==> config.mk <==
export PLATFORM = sky130hd
export DESIGN_NAME = bcd_counter_scan
export DESIGN_NICKNAME = d
export VERILOG_FILES = /design/src/rtl/bcd_scan_pkg.sv /design/src/rtl/bcd_digit_cell.sv /design/src/rtl/bcd_counter_scan.sv
export SDC_FILE = /design/constraint.sdc
export NUM_CORES = 1
export LEC_CHECK = 0
export BUFFER_PORTS_ARGS = -buffer_cell sky130_fd_sc_hd__buf_2
export CAP_MARGIN = 25
export CORE_ASPECT_RATIO = 0.6
export CORE_MARGIN = 2
export CORE_UTILIZATION = 63
export DETAILED_ROUTE_END_ITERATION = 8
export PLACE_DENSITY_LB_ADDON = 0.2
export SLEW_MARGIN = 20
export SYNTH_ARGS = -nofsm -noshare
export SYNTH_HDL_FRONTEND = slang
export SYNTH_SLANG_ARGS = --single-unit
==> constraint.sdc <==
create_clock -name clk -period 4.6 [get_ports clk]
set_input_delay 0.23 -clock clk [delete_from_list [all_inputs] [get_ports clk]]
set_output_delay 0.23 -clock clk [all_outputs]
set_load 0.05 [all_outputs]
==> src/rtl/bcd_scan_pkg.sv <==
// rtl/bcd_scan_pkg.sv - segment patterns and divider/width helpers for bcd_counter_scan
package bcd_scan_pkg;

  localparam logic [3:0] BCD_MAX = 4'd9;

  // Active-low a..g in [7:1], dp in [0] held off.
  localparam logic [7:0] SEG_0     = 8'b0000001_1;
  localparam logic [7:0] SEG_1     = 8'b1001111_1;
  localparam logic [7:0] SEG_2     = 8'b0010010_1;
  localparam logic [7:0] SEG_3     = 8'b0000110_1;
  localparam logic [7:0] SEG_4     = 8'b1001100_1;
  localparam logic [7:0] SEG_5     = 8'b0100100_1;
  localparam logic [7:0] SEG_6     = 8'b0100000_1;
  localparam logic [7:0] SEG_7     = 8'b0001111_1;
  localparam logic [7:0] SEG_8     = 8'b0000000_1;
  localparam logic [7:0] SEG_9     = 8'b0000100_1;
  localparam logic [7:0] SEG_BLANK = 8'hFF;

  function automatic int calc_div(input int clk_hz, input int rate_hz);
    return clk_hz / rate_hz;
  endfunction

  // Bits needed to hold 0..n-1, never less than one.
  function automatic int calc_width(input int n);
    return (n <= 2) ? 1 : $clog2(n);
  endfunction

  function automatic logic [7:0] seg_decode(input logic [3:0] nib);
    case (nib)
      4'd0:    return SEG_0;
      4'd1:    return SEG_1;
      4'd2:    return SEG_2;
      4'd3:    return SEG_3;
      4'd4:    return SEG_4;
      4'd5:    return SEG_5;
      4'd6:    return SEG_6;
      4'd7:    return SEG_7;
      4'd8:    return SEG_8;
      4'd9:    return SEG_9;
      default: return SEG_BLANK;
    endcase
  endfunction

endpackage

==> src/rtl/bcd_digit_cell.sv <==
// rtl/bcd_digit_cell.sv - one decade of the BCD counter with carry/borrow out
module bcd_digit_cell
  import bcd_scan_pkg::*;
(
  input  logic       clk,
  input  logic       rst,
  input  logic       up_down,
  input  logic       step_in,
  input  logic       load,
  input  logic [3:0] load_nibble,
  output logic [3:0] nibble,
  output logic       step_out
);

  logic [3:0] nib_q, nib_d;

  always_comb begin
    nib_d = nib_q;
    if (load) begin
      nib_d = (load_nibble > BCD_MAX) ? 4'd0 : load_nibble;
    end else if (step_in) begin
      if (up_down) nib_d = (nib_q == BCD_MAX) ? 4'd0 : nib_q + 4'd1;
      else         nib_d = (nib_q == 4'd0) ? BCD_MAX : nib_q - 4'd1;
    end
  end

  // Ripples into the next decade when this one rolls over in the active direction.
  assign step_out = step_in & (up_down ? (nib_q == BCD_MAX) : (nib_q == 4'd0));
  assign nibble   = nib_q;

  always_ff @(posedge clk or posedge rst) begin
    if (rst) nib_q <= 4'd0;
    else     nib_q <= nib_d;
  end

endmodule

==> src/rtl/bcd_counter_scan.sv <==
// rtl/bcd_counter_scan.sv - N-digit BCD up/down counter with multiplexed seven-segment drive
// Optional leading-zero blanking via BCD_LZ_BLANK_EN.
module bcd_counter_scan
  import bcd_scan_pkg::*;
#(
  parameter int NUM_DIGITS = 4,
  parameter int CLK_HZ     = 100000000,
  parameter int TICK_HZ    = 10,
  parameter int SCAN_HZ    = 1000
) (
  input  logic                    clk,
  input  logic                    rst,
  input  logic                    en,
  input  logic                    up_down,
  input  logic                    load,
  input  logic [4*NUM_DIGITS-1:0] load_value,
  output logic [4*NUM_DIGITS-1:0] count_bcd,
  output logic                    wrap,
  output logic [NUM_DIGITS-1:0]   digit,
  output logic [7:0]              Seven_Seg
);

  localparam int TICK_DIV = calc_div(CLK_HZ, TICK_HZ);
  localparam int SCAN_DIV = calc_div(CLK_HZ, SCAN_HZ);
  localparam int PRE_W    = calc_width(TICK_DIV);
  localparam int SCN_W    = calc_width(SCAN_DIV);
  localparam int IDX_W    = calc_width(NUM_DIGITS);

  logic [PRE_W-1:0]      presc_q, presc_d;
  logic [SCN_W-1:0]      scan_q, scan_d;
  logic [IDX_W-1:0]      idx_q, idx_d;
  logic                  wrap_q, wrap_d;
  logic [NUM_DIGITS-1:0] digit_q, digit_d;
  logic [7:0]            seg_q, seg_d;
  logic                  tick;
  logic [NUM_DIGITS:0]   step;
  logic                  blank;

  always_comb begin
    presc_d = presc_q;
    tick    = 1'b0;
    if (en) begin
      if (presc_q == PRE_W'(TICK_DIV - 1)) begin
        tick    = 1'b1;
        presc_d = '0;
      end else begin
        presc_d = presc_q + PRE_W'(1);
      end
    end
  end

  assign step[0] = tick;

  for (genvar g = 0; g < NUM_DIGITS; g++) begin : g_digit
    bcd_digit_cell u_cell (
      .clk         (clk),
      .rst         (rst),
      .up_down     (up_down),
      .step_in     (step[g]),
      .load        (load),
      .load_nibble (load_value[4*g +: 4]),
      .nibble      (count_bcd[4*g +: 4]),
      .step_out    (step[g+1])
    );
  end

  // A ripple out of the top decade is the wrap, unless a load overrides the step.
  assign wrap_d = step[NUM_DIGITS] & ~load;

  always_comb begin
    scan_d = scan_q + SCN_W'(1);
    idx_d  = idx_q;
    if (scan_q == SCN_W'(SCAN_DIV - 1)) begin
      scan_d = '0;
      idx_d  = (idx_q == IDX_W'(NUM_DIGITS - 1)) ? '0 : idx_q + IDX_W'(1);
    end
  end

`ifdef BCD_LZ_BLANK_EN
  logic [NUM_DIGITS-1:0] lz;

  always_comb begin : lz_scan
    logic all_zero;
    all_zero = 1'b1;
    lz       = '0;
    for (int k = NUM_DIGITS - 1; k >= 0; k--) begin
      all_zero = all_zero & (count_bcd[4*k +: 4] == 4'd0);
      lz[k]    = all_zero;
    end
  end

  assign blank = (idx_q != '0) && lz[idx_q];
`else
  assign blank = 1'b0;
`endif

  // Anode and segments are registered together so they always switch in the same cycle.
  always_comb begin
    digit_d = ~(NUM_DIGITS'(1) << idx_q);
    seg_d   = blank ? SEG_BLANK : seg_decode(count_bcd[4*idx_q +: 4]);
  end

  always_ff @(posedge clk or posedge rst) begin
    if (rst) begin
      presc_q <= '0;
      scan_q  <= '0;
      idx_q   <= '0;
      wrap_q  <= 1'b0;
      digit_q <= '1;
      seg_q   <= SEG_BLANK;
    end else begin
      presc_q <= presc_d;
      scan_q  <= scan_d;
      idx_q   <= idx_d;
      wrap_q  <= wrap_d;
      digit_q <= digit_d;
      seg_q   <= seg_d;
    end
  end

  assign wrap      = wrap_q;
  assign digit     = digit_q;
  assign Seven_Seg = seg_q;

endmodule

==> results of run 1 <==
==> kinds of logic (layout without fill, tap and decap cells) <==
kind of cell / after synthesis / in the layout / synth area share (%)
flops: 71 / 71 / 43.34
buf+inv: 41 / 87 / 3.967
compound gates: 73 / 73 / 10.93
xor+xnor: 45 / 45 / 9.539
other cells: 1 / 1 / 0.09077
fa+ha+maj: 12 / 12 / 3.634
mux: 11 / 11 / 3.877
simple gates: 189 / 189 / 24.62
==> metrics by stage <==
stage	hold slack (ps)	utilization, %	power (uW)	cell area [um^2]
4_1_cts	73.21	75.22	1712	4679
3_3_place_gp	107.7	70.88	1050	4409
3_5_place_dp	110.1	70.88	1059	4409
2_1_floorplan	319.1	-	983.5	4131
6_report	81.04	75.30	1711	4684
5_1_grt	84.09	75.30	1791	4684
==> sequential cells by signal, indices dropped and copies added (netlist names) <==
signal,count
presc_q,24
scan_q,17
g_digit.u_cell.nibble,16
Seven_Seg,7
digit,4
idx_q,2
wrap,1
==> final cells by class <==
| type | instances | area [um^2] |
|---|---|---|
| Clock buffer | 10 | 127.6 |
| Clock inverter | 6 | 132.6 |
| Fill cell | 454 | 1536 |
| Inverter | 18 | 67.56 |
| Multi-Input combinational cell | 331 | 2183 |
| Sequential cell | 71 | 1790 |
| Tap cell | 84 | 105.1 |
| Timing Repair Buffer | 53 | 277.8 |
==> report_power, final <==
group | switching, uW | internal [uW] | total (uW) | leakage, uW
clock | 241 | 414 | 655 | 0.000126
combinational | 199 | 97.8 | 297 | 0.00102
sequential | 77.7 | 681 | 759 | 0.000910
==> worst max-delay path: stages (launching register included) <==
cell,delay [ps]
dfrtp_1,450
nor4b_2,350
nand4_1,420
or4_4,660
or3_1,360
a31oi_1,160
==> layout by cell type (no fill, tap or decap), drive strengths merged, types with 6 or more instances in the layout <==
master,instances
or3,6
nand2,32
dfrtp,60
inv,18
o21ai,26
dfstp,11
a21oi,16
ha,12
xnor2,23
buf,51
clkbuf,11
nor2,46
mux2i,7
nand3,25
xor2,22
nor3,16
and3,11
nor4,9
nand4,15
==> what timing repair did <==
item / 4_1_cts / 5_1_grt
buffers inserted: 0 / 0
gates resized for setup: 0 / 0
hold buffers: 1 / 0
hold endpoints to repair: 5 / 0
==> how the worst min path moves through the flow <==
stage	cells after the start	end	slack, ps
after floorplan	1	g_digit[1].u_cell.nibble[1]	320
after global placement	2	presc_q[10]	110
after detailed placement	2	presc_q[7]	110
after CTS	2	g_digit[1].u_cell.nibble[1]	70
after global routing	2	g_digit[2].u_cell.nibble[2]	80
final	2	g_digit[1].u_cell.nibble[1]	80
==> layer usage <==
layer / part of all wire, % / wire, um
met1: 47 / 4667
met2: 41 / 4037
met3: 10 / 1013
met4: 1.5 / 144
met5: 0 / 0
==> summary.txt, run 1 <==
Worst hold start = load_value[7]
Vias in the first global route = 3263
Peak supply drop = 0.0002930 V
TritonCTS clock tree = done
Drt wl/cell = 17.21 um
RSZ-0062 raised after global routing = false
Top-Level Pins = 50
Core Footprint = 0.006221 mm^2
Placer Congestion = 0.8946
1st-pass router iterations = 5
Die X = 108.5 um
Endpoint class of the critical path = register
Total GRT Usage = 29.81%
Met3 Usage GRT = 10.86%
Status = finished clean
Area grow syn2layout = 13.39%
GRT overflow = 0
Worst EP required = 4880 ps
Port buffer count = 48
Worst-path clk slew = 80 ps
Crit path kind = reg2reg
CTS Sinks = 71
Worst Clk Skew = 10.77 ps
Crit path to = g_digit[3].u_cell.nibble[0]
Cell Pwr Density = 365.2 mW/mm^2
Synth warn = 0
Setup crit start = presc_q[8]
Die Span Y = 66.73 um
Mapped Nets = 476
Met2 usage = 39.84%
Async SR Flop Fraction = 100.0%
Met1 Resource Use GR = 44.20%
Nature of the critical path startpoint = register
Maxcap violations = 0
Cell taking the most area after synthesis = dfrtp_1
Number of distinct library cells after synthesis = 59
ANT nets after route = 0
Drt drc = 0
Fraction of layout cells with a size suffix above 1 = 19.63%
1st-iter DRT viols = 294
Netlist Area Pre-Place = 0.004131 mm^2
Final hold vios = 0
Worst-Skew Late Latency = 360 ps
Worst Slack Setup Final = 2122 ps
Leak Pwr = 0.002057 uW
Most instantiated cells after synthesis = 60 x dfrtp_1, 46 x nor2_1, 32 x nand2_1
# placed instances = 555
Critical Path Fanout Max = 8
Crit path arrival time = 2760 ps
Fin crit period = 2478 ps
Worst hold-check path type = in2reg
Fin. max-slew vios = 0
R2r setup slk = 2120 ps
H-tree lvl count = 3
Setup tns final = 0 ps
Cell with the most instances after synthesis = dfrtp_1
Post-synth EDFFs = 0
Routed Wire Length = 9862 um
Worst flop-to-flop path startpoint = presc_q[8]
Yosys top cell area share = 36.34%
Area contributors post-synth = dfrtp_1 36%, dfstp_2 7.0%, xnor2_1 4.9%, xor2_1 4.7%, nor2_1 4.2%
Final setup fails = 0
Pre-CTS setup slack = 2245 ps
Row count = 22
Final worst path period share = 53.88%
Root buffer cell = clkbuf_8
Initial core utilization = 66.41%
Die ar. = 0.007243 mm^2
Register-to-Register Path Depth = 5
Ys flop type = dfrtp_1
Mapped Cells = 443
Layout Nets = 517
Worst rel slew slack = 45.14%
Ant diodes = 0
First-pass GRT wire length = 16240 um
Flip-flop and latch count after synthesis = 71
TritonCTS Buffers = 9
Sequential-to-total area share from yosys stat = 43.34%
Actual slew at the worst max-slew pin = 822.8 ps
Max Clk Rate = 0.4035 GHz
Via count = 3574
GRT Max-Usage Layer = met1
Worst r2r dst = g_digit[3].u_cell.nibble[0]
Antenna violations before repair = 0
Largest net degree at the start of global routing = 67
CTS Buffer Depth = 2
Fin cells = 573
Post-Syn Area per Cell = 9.326 um^2
DP HPWL = 6930 um
Detailed-route vias per instance = 6.237
(Power assumes the default switching activity.)
==> run 2, diff against run 1 <==
ABC_AREA = 1   (was not set)
CORE_UTILIZATION = 54   (was 63)
clock period = 2.05 ns   (was 4.6 ns; I/O delays follow)
==> run 2 against run 1 <==
- critical path depth is 3 higher
- clock power increased by 140%
- die area grew 30%
==> summary.txt, run 2 <==
Status = finished clean
Most instantiated cells after synthesis = 144 x nand2_1, 100 x inv_1, 78 x nor2_1
Sw Ratio = 36.36% (+6.1 points)
Area occupied by multi-input gates = 0.002381 mm^2 (+9.1%)
Row count = 26 (+18%)
Top-Level Pins = 50 (unchanged)
Via count = 4482 (+25%)
ANT nets after route = 0 (unchanged)
Crit path arrival time = 2070 ps (-690 ps)
Worst path slowest cell = dfrtp_1
Ys flop type = dfrtp_1
Antenna violations before repair = 0 (unchanged)
Sw Pwr = 1642 uW (+220%)
Worst-Skew Late Latency = 340 ps (-20 ps)
Layout Nets = 745 (+44%)
Area contributors post-synth = dfrtp_1 32%, nand2_1 12%, inv_1 8.1%, nand3_1 6.5%, o21ai_0 6.4%
Final worst path period share = 89.07% (+35 points)
Number of distinct library cells after synthesis = 41 (-31%)
Crit path kind = reg2reg
Fraction of layout cells with a size suffix above 1 = 15.48% (-4.2 points)
Synth warn = 0 (unchanged)
1st-pass router iterations = 5 (unchanged)
Vias in the first global route = 3855 (+18%)
Cell Pwr Density = 849.9 mW/mm^2 (+130%)
Port buffer count = 48 (unchanged)
Leak Pwr = 0.002815 uW (+37%)
Placer Congestion = 0.9478 (+5.9%)
CP Cell Sequence = inv_1 -> a21oi_1 -> o21ai_0 -> nand2_1 -> inv_1 -> ha_1 -> o21ai_0 -> o21ai_0
Most frequent cells in the layout = 144 x nand2_1, 99 x inv_1, 78 x nor2_1
Flip-flop and latch count after synthesis = 71 (unchanged)
Drt wl/cell = 13.80 um (-20%)
Share of total power in combinational logic = 25.7% (+8.3 points)
GRT overflow = 0 (unchanged)
Mapped Nets = 691 (+45%)
CTS Buffer Depth = 2 (unchanged)
Final setup fails = 0 (unchanged)
Die ar. = 0.009393 mm^2 (+30%)
Initial core utilization = 55.18% (-11 points)
Total power = 4516 uW (+160%)
Worst rel slew slack = 61.46% (+16 points)
Fin crit period = 1826 ps (-652.3 ps)
# placed instances = 812 (+46%)
Setup Buffers After CTS = 0 (unchanged)
Fin cells = 829 (+45%)
TritonCTS Buffers = 9 (unchanged)
Worst Clk Skew = 8.561 ps (-2.214 ps)
H-tree lvl count = 3 (unchanged)
Max Clk Rate = 0.5477 GHz (+36%)
Peak supply drop = 0.0004939 V (+69%)
Reg power frac = 39.4% (-5.0 points)
Critical Path Fanout Max = 8 (unchanged)
Area grow syn2layout = 14.29%
Most frequent CP cell = o21ai_0
Most common cell after layout, fill and taps aside = nand2_1
Root buffer cell = clkbuf_16
Worst EP required = 2300 ps (-2580 ps)
Drt drc = 0 (unchanged)
Worst-path clk slew = 60 ps (-20 ps)
Die Span Y = 75.88 um (+14%)
CTS Sinks = 71 (unchanged)
Mapped Cells = 658 (+49%)
Cell-internal power = 2874 uW (+140%)
TritonCTS clock tree = done
Routed Wire Length = 11440 um (+16%)
Crit-path max cell delay = 480 ps (-180 ps)
Post-Syn Area per Cell = 7.066 um^2 (-24%)
Cell with the most instances after synthesis = nand2_1
Ant diodes = 0 (unchanged)
Sequential-to-total area share from yosys stat = 38.51% (-4.8 points)
Area taken by flip-flops and latches = 0.001792 mm^2 (about the same)
Clock power share = 34.9% (-3.4 points)
Max FFs per register = 24 (unchanged)
Setup tns final = 0 ps (unchanged)
Async SR Flop Fraction = 100.0% (unchanged)
Nature of the critical path startpoint = register
Core Footprint = 0.008426 mm^2 (+35%)
Largest net degree at the start of global routing = 42 (-37%)
FILL cells = 737 (+62%)
RSZ-0062 raised after global routing = false
Total GRT Usage = 25.15% (-4.7 points)
Maxcap violations = 0 (unchanged)
Post-synth EDFFs = 0 (unchanged)
Endpoint class of the critical path = register
Die X = 123.8 um (+14%)
Fin. max-slew vios = 0 (unchanged)
Final hold vios = 0 (unchanged)
Register name with the most flops = presc_q
Actual slew at the worst max-slew pin = 577.4 ps (-245.4 ps)
Worst hold-check path type = in2reg
Yosys top cell area share = 32.29% (-4.0 points)
Detailed-route vias per instance = 5.407 (-13%)
DP HPWL = 8583 um (+24%)
Netlist Area Pre-Place = 0.004649 mm^2 (+13%)
Cell taking the most area after synthesis = dfrtp_1
First-pass GRT wire length = 18150 um (+12%)
1st-iter DRT viols = 328 (+12%)
## run 2: changes by cell type after synthesis, sizes merged, moves of 6 or more
| cell | change |
|---|---|
| nand2 | +118 |
| inv | +89 |
| nor2 | +40 |
| o21ai | +39 |
| nand3 | +36 |
| xnor2 | -18 |
| clkbuf | -16 |
| and3 | -10 |
| mux2i | -7 |
| nor4 | -6 |
| or3 | -6 |
| xor2 | -6 |
## run 2: layout make-up
type	instances	area share (%)
clock buffer	10	4.497
clock inverter	6	1.130
inverter	107	7.558
multi-input combinational	469	44.81
sequential	71	33.72
tap	112	2.637
timing repair buffer	54	5.651
## run 2: repair_timing
| item | CTS | global route |
|---|---|---|
| endpoints found under the hold margin | 12 | 0 |
| endpoints found under the setup margin | 0 | 3 |
| resized for setup | 0 | 1 |
| hold buffers | 1 | 0 |
## run 2: final timing paths
kind | to | from | slack [ps] | depth (start not counted)
max | Seven_Seg[1] | idx_q[1] | 220 | 8
min | g_digit[2].u_cell.nibble[2] | load_value[11] | 100 | 4
max reg2reg | Seven_Seg[1] | idx_q[1] | 220 | 8
min reg2reg | scan_q[0] | scan_q[0] | 480 | 1
max in group asynchronous | digit[0] | rst | 1190 | 4
min in group asynchronous | scan_q[14] | rst | 270 | 3
## run 2: power groups by stage
| stage | clock network [uW] | logic (uW) | registers, uW |
|---|---|---|---|
| after floorplan | 0 | 599 | 2030 |
| after CTS | 1590 | 1150 | 1770 |
| after global placement | 0 | 1110 | 1790 |
| final | 1570 | 1160 | 1780 |
| after detailed placement | 0 | 1140 | 1790 |
| after global routing | 1650 | 1290 | 1790 |
## run 2: worst max-delay path: cells and delay by family (launching register included)
family,cells,cell delay [ps]
AND/OR/NAND/NOR,1,180
flip-flops,1,480
AO/OA/AOI/OAI,4,590
adder cells (fa/ha/maj),1,200
buffers and inverters,2,270
## run 2: routing by layer
| layer | GRT usage, % | vias to the layer above | part of all wire, % |
|---|---|---|---|
| met5 | 0 | - | 0 |
| met2 | 35.04 | 203 | 41 |
| met1 | 37.61 | 2048 | 49 |
| li1 | - | 2217 | - |
| met3 | 7.710 | 14 | 9.3 |
| met4 | 6.692 | 0 | 0.87 |
## run 2: cell families after synthesis
logic type / count (synthesis) / share of synthesized area (%)
AOI/OAI and AO/OA: 92 / 10.47
xor gates and xnor gates: 21 / 3.956
adders and majority gates: 12 / 3.229
buffers and inverters: 118 / 10.28
DFF: 71 / 38.51
other: 1 / 0.08065
and+or+nand+nor: 343 / 33.48
## run 2: stage by stage
step	setup WS (ps)	hold slack [ps]	area, um^2	utilization, %
after detailed placement	181.5	80.09	5004	59.39
after floorplan	169.1	266.7	4649	-
after global placement	327.6	76.11	5004	59.39
after global routing	28.42	138.6	5314	63.07
final	224.0	96.74	5314	63.07
after CTS	161.7	94.42	5313	63.05
==> run 3, diff against run 2 <==
CAP_MARGIN = 0   (was 25)
REMOVE_ABC_BUFFERS = 1   (was not set)
==> run 3 against run 2 <==
- die area stayed put
- cell count increased by 0.24%
- critical path depth is 2 higher
- register-to-register slack barely moved
- sequential cell count unchanged
- combinational power about the same
- via count increased by 1.7%
- maximum frequency up 0.25%
==> summary.txt, run 3 (synthesis results as in run 2) <==
Sw Ratio = 33.79% (-2.6 points)
Crit path arrival time = 2100 ps (+30 ps)
Top-Level Pins = 50 (unchanged)
Hold Path Sink = g_digit[0].u_cell.nibble[3]
TritonCTS clock tree = done
Reg power frac = 36.2% (-3.2 points)
Routed Wire Length = 12100 um (+5.8%)
Final hold vios = 0 (unchanged)
Leak Pwr = 0.002858 uW (+1.5%)
CTS Sinks = 71 (unchanged)
TritonCTS Buffers = 9 (unchanged)
Worst-Skew Late Latency = 340 ps (about the same)
Antenna violations before repair = 0 (unchanged)
Vias in the first global route = 3923 (+1.8%)
Met2 WL = 5107 um (+8.8%)
Via count = 4557 (+1.7%)
Top routing layer in use = met4
Final worst path period share = 88.85% (-0.22 points)
Drt wl/cell = 14.56 um (+5.5%)
Share of total power in combinational logic = 23.9% (-1.8 points)
Worst flop-to-flop path startpoint = idx_q[1]
Critical Path Fanout Max = 8 (unchanged)
Crit path kind = reg2reg
1st-pass router iterations = 5 (unchanged)
Final Instance Area = 0.005403 mm^2 (+1.7%)
CTS Buffer Depth = 2 (unchanged)
Metal3 WL = 992 um (-6.2%)
Ant diodes = 0 (unchanged)
Cell Pwr Density = 910.7 mW/mm^2 (+7.2%)
Maxcap violations = 0 (unchanged)
Register-to-Register Path Depth = 10 (+2)
Die X = 123.8 um (unchanged)
ANT nets after route = 0 (unchanged)
H-tree lvl count = 3 (unchanged)
Clock power share = 40.0% (+5.1 points)
Drt drc = 0 (unchanged)
R2r setup slk = 230 ps (about the same)
Largest net degree at the start of global routing = 28 (-33%)
First-pass GRT wire length = 19550 um (+7.7%)
Worst rel slew slack = 64.35% (+2.9 points)
Die ar. = 0.009393 mm^2 (unchanged)
Sw Pwr = 1662 uW (+1.2%)
Port buffer count = 48 (unchanged)
Post-Route M1 WL = 5863 um (+5.0%)
Total GRT Usage = 27.31% (+2.2 points)
Setup tns final = 0 ps (unchanged)
Hold WS = 72.57 ps (-24.17 ps)
Endpoint class of the critical path = register
Fraction of layout cells with a size suffix above 1 = 15.72% (+0.24 points)
Fin. max-slew vios = 0 (unchanged)
Layout Nets = 747 (+0.27%)
Final setup fails = 0 (unchanged)
Area grow syn2layout = 16.20%
Row count = 26 (unchanged)
Max Clk Rate = 0.5490 GHz (+0.25%)
Fin cells = 831 (+0.24%)
Worst Clk Skew = 5.731 ps (-2.830 ps)
Root buffer cell = clkbuf_16
DP HPWL = 8924 um (+4.0%)
1st-iter DRT viols = 391 (+19%)
Setup Buffers After CTS = 0 (unchanged)
Area after DPL = 0.005019 mm^2 (+0.30%)
Max FFs per register = 24 (unchanged)
Worst EP required = 2330 ps (+30 ps)
Worst hold-check path type = in2reg
Actual slew at the worst max-slew pin = 534.1 ps (-43.30 ps)
Total power = 4920 uW (+8.9%)
Cell-internal power = 3258 uW (+13%)
Register name with the most flops = presc_q
Hold path depth = 3 (-1)
Placer Congestion = 0.9304 (-1.8%)
Most frequent cells in the layout = 144 x nand2_1, 99 x inv_1, 78 x nor2_1
Detailed-route vias per instance = 5.484 (+1.4%)
Nature of the critical path startpoint = register
Worst r2r dst = Seven_Seg[4]
Most common cell after layout, fill and taps aside = nand2_1
# placed instances = 814 (+0.25%)
Core Footprint = 0.008426 mm^2 (unchanged)
GRT overflow = 0 (unchanged)
Die Span Y = 75.88 um (unchanged)
Status = finished clean
Peak supply drop = 0.0005809 V (+18%)
Worst-path clk slew = 60 ps (about the same)
RSZ-0062 raised after global routing = false
Initial core utilization = 55.18% (unchanged)
Fin crit period = 1821 ps (-4.513 ps)
Worst hold start = load_value[3]
[run 3: changes by cell type in the layout (fill, tap and decap cells not counted), sizes merged]
cell	change
clkinvlp	-2
bufinv	+3
clkinv	-2
clkbuf	+1
buf	+2
[run 3: layout make-up]
class,count,area (um^2)
inverters,107,401.6
fillers,742,3023
flip-flops and latches,71,1793
clock buffers,11,242.7
repair buffers,56,315.3
multi-input cells,469,2381
well taps,112,140.1
clock inverters,5,128.9
[run 3: metrics by stage]
stage	worst slack [ps]	utilization, %
floorplan	169.1	-
global placement	250.3	59.56
detailed placement	125.9	59.56
CTS	109.6	64.09
global route	41.44	64.12
finish	228.5	64.12
[run 3: worst max-delay path by stage]
stage	end	start	cells after the start
after floorplan	g_digit[0].u_cell.nibble[0]	rst	1
after global placement	Seven_Seg[2]	idx_q[0]	8
after detailed placement	Seven_Seg[1]	idx_q[0]	8
after CTS	Seven_Seg[1]	idx_q[0]	8
after global routing	presc_q[22]	presc_q[0]	9
final	Seven_Seg[4]	idx_q[1]	10
[run 3: critical path: stages, from the launching register on]
cell	delay, ps
dfrtp_2	460
inv_1	180
a21oi_1	60
o21ai_0	130
nand2_1	230
inv_1	160
ha_1	170
nor2_1	50
nor2_1	140
o21ai_0	110
nand2_1	70
[run 3: layer usage]
metal,GRT usage [%],vias to the layer above
met5,0,-
met4,7.197,0
met2,38.34,179
met3,8.084,16
li1,-,2231
met1,40.80,2131
[run 3: power by group through the flow]
stage | clock (uW) | sequential (uW) | combinational (uW)
detailed placement | 0 | 1790 | 1150
CTS | 1990 | 1770 | 1170
global placement | 0 | 1780 | 1110
global route | 2060 | 1800 | 1310
finish | 1970 | 1780 | 1170
floorplan | 0 | 2030 | 581
[run 3: repair_timing]
action / in CTS / in global routing
endpoints found under the setup margin: 0 / 5
resized for setup: 0 / 2
hold buffers: 1 / 0
hold endpoints to repair: 17 / 0
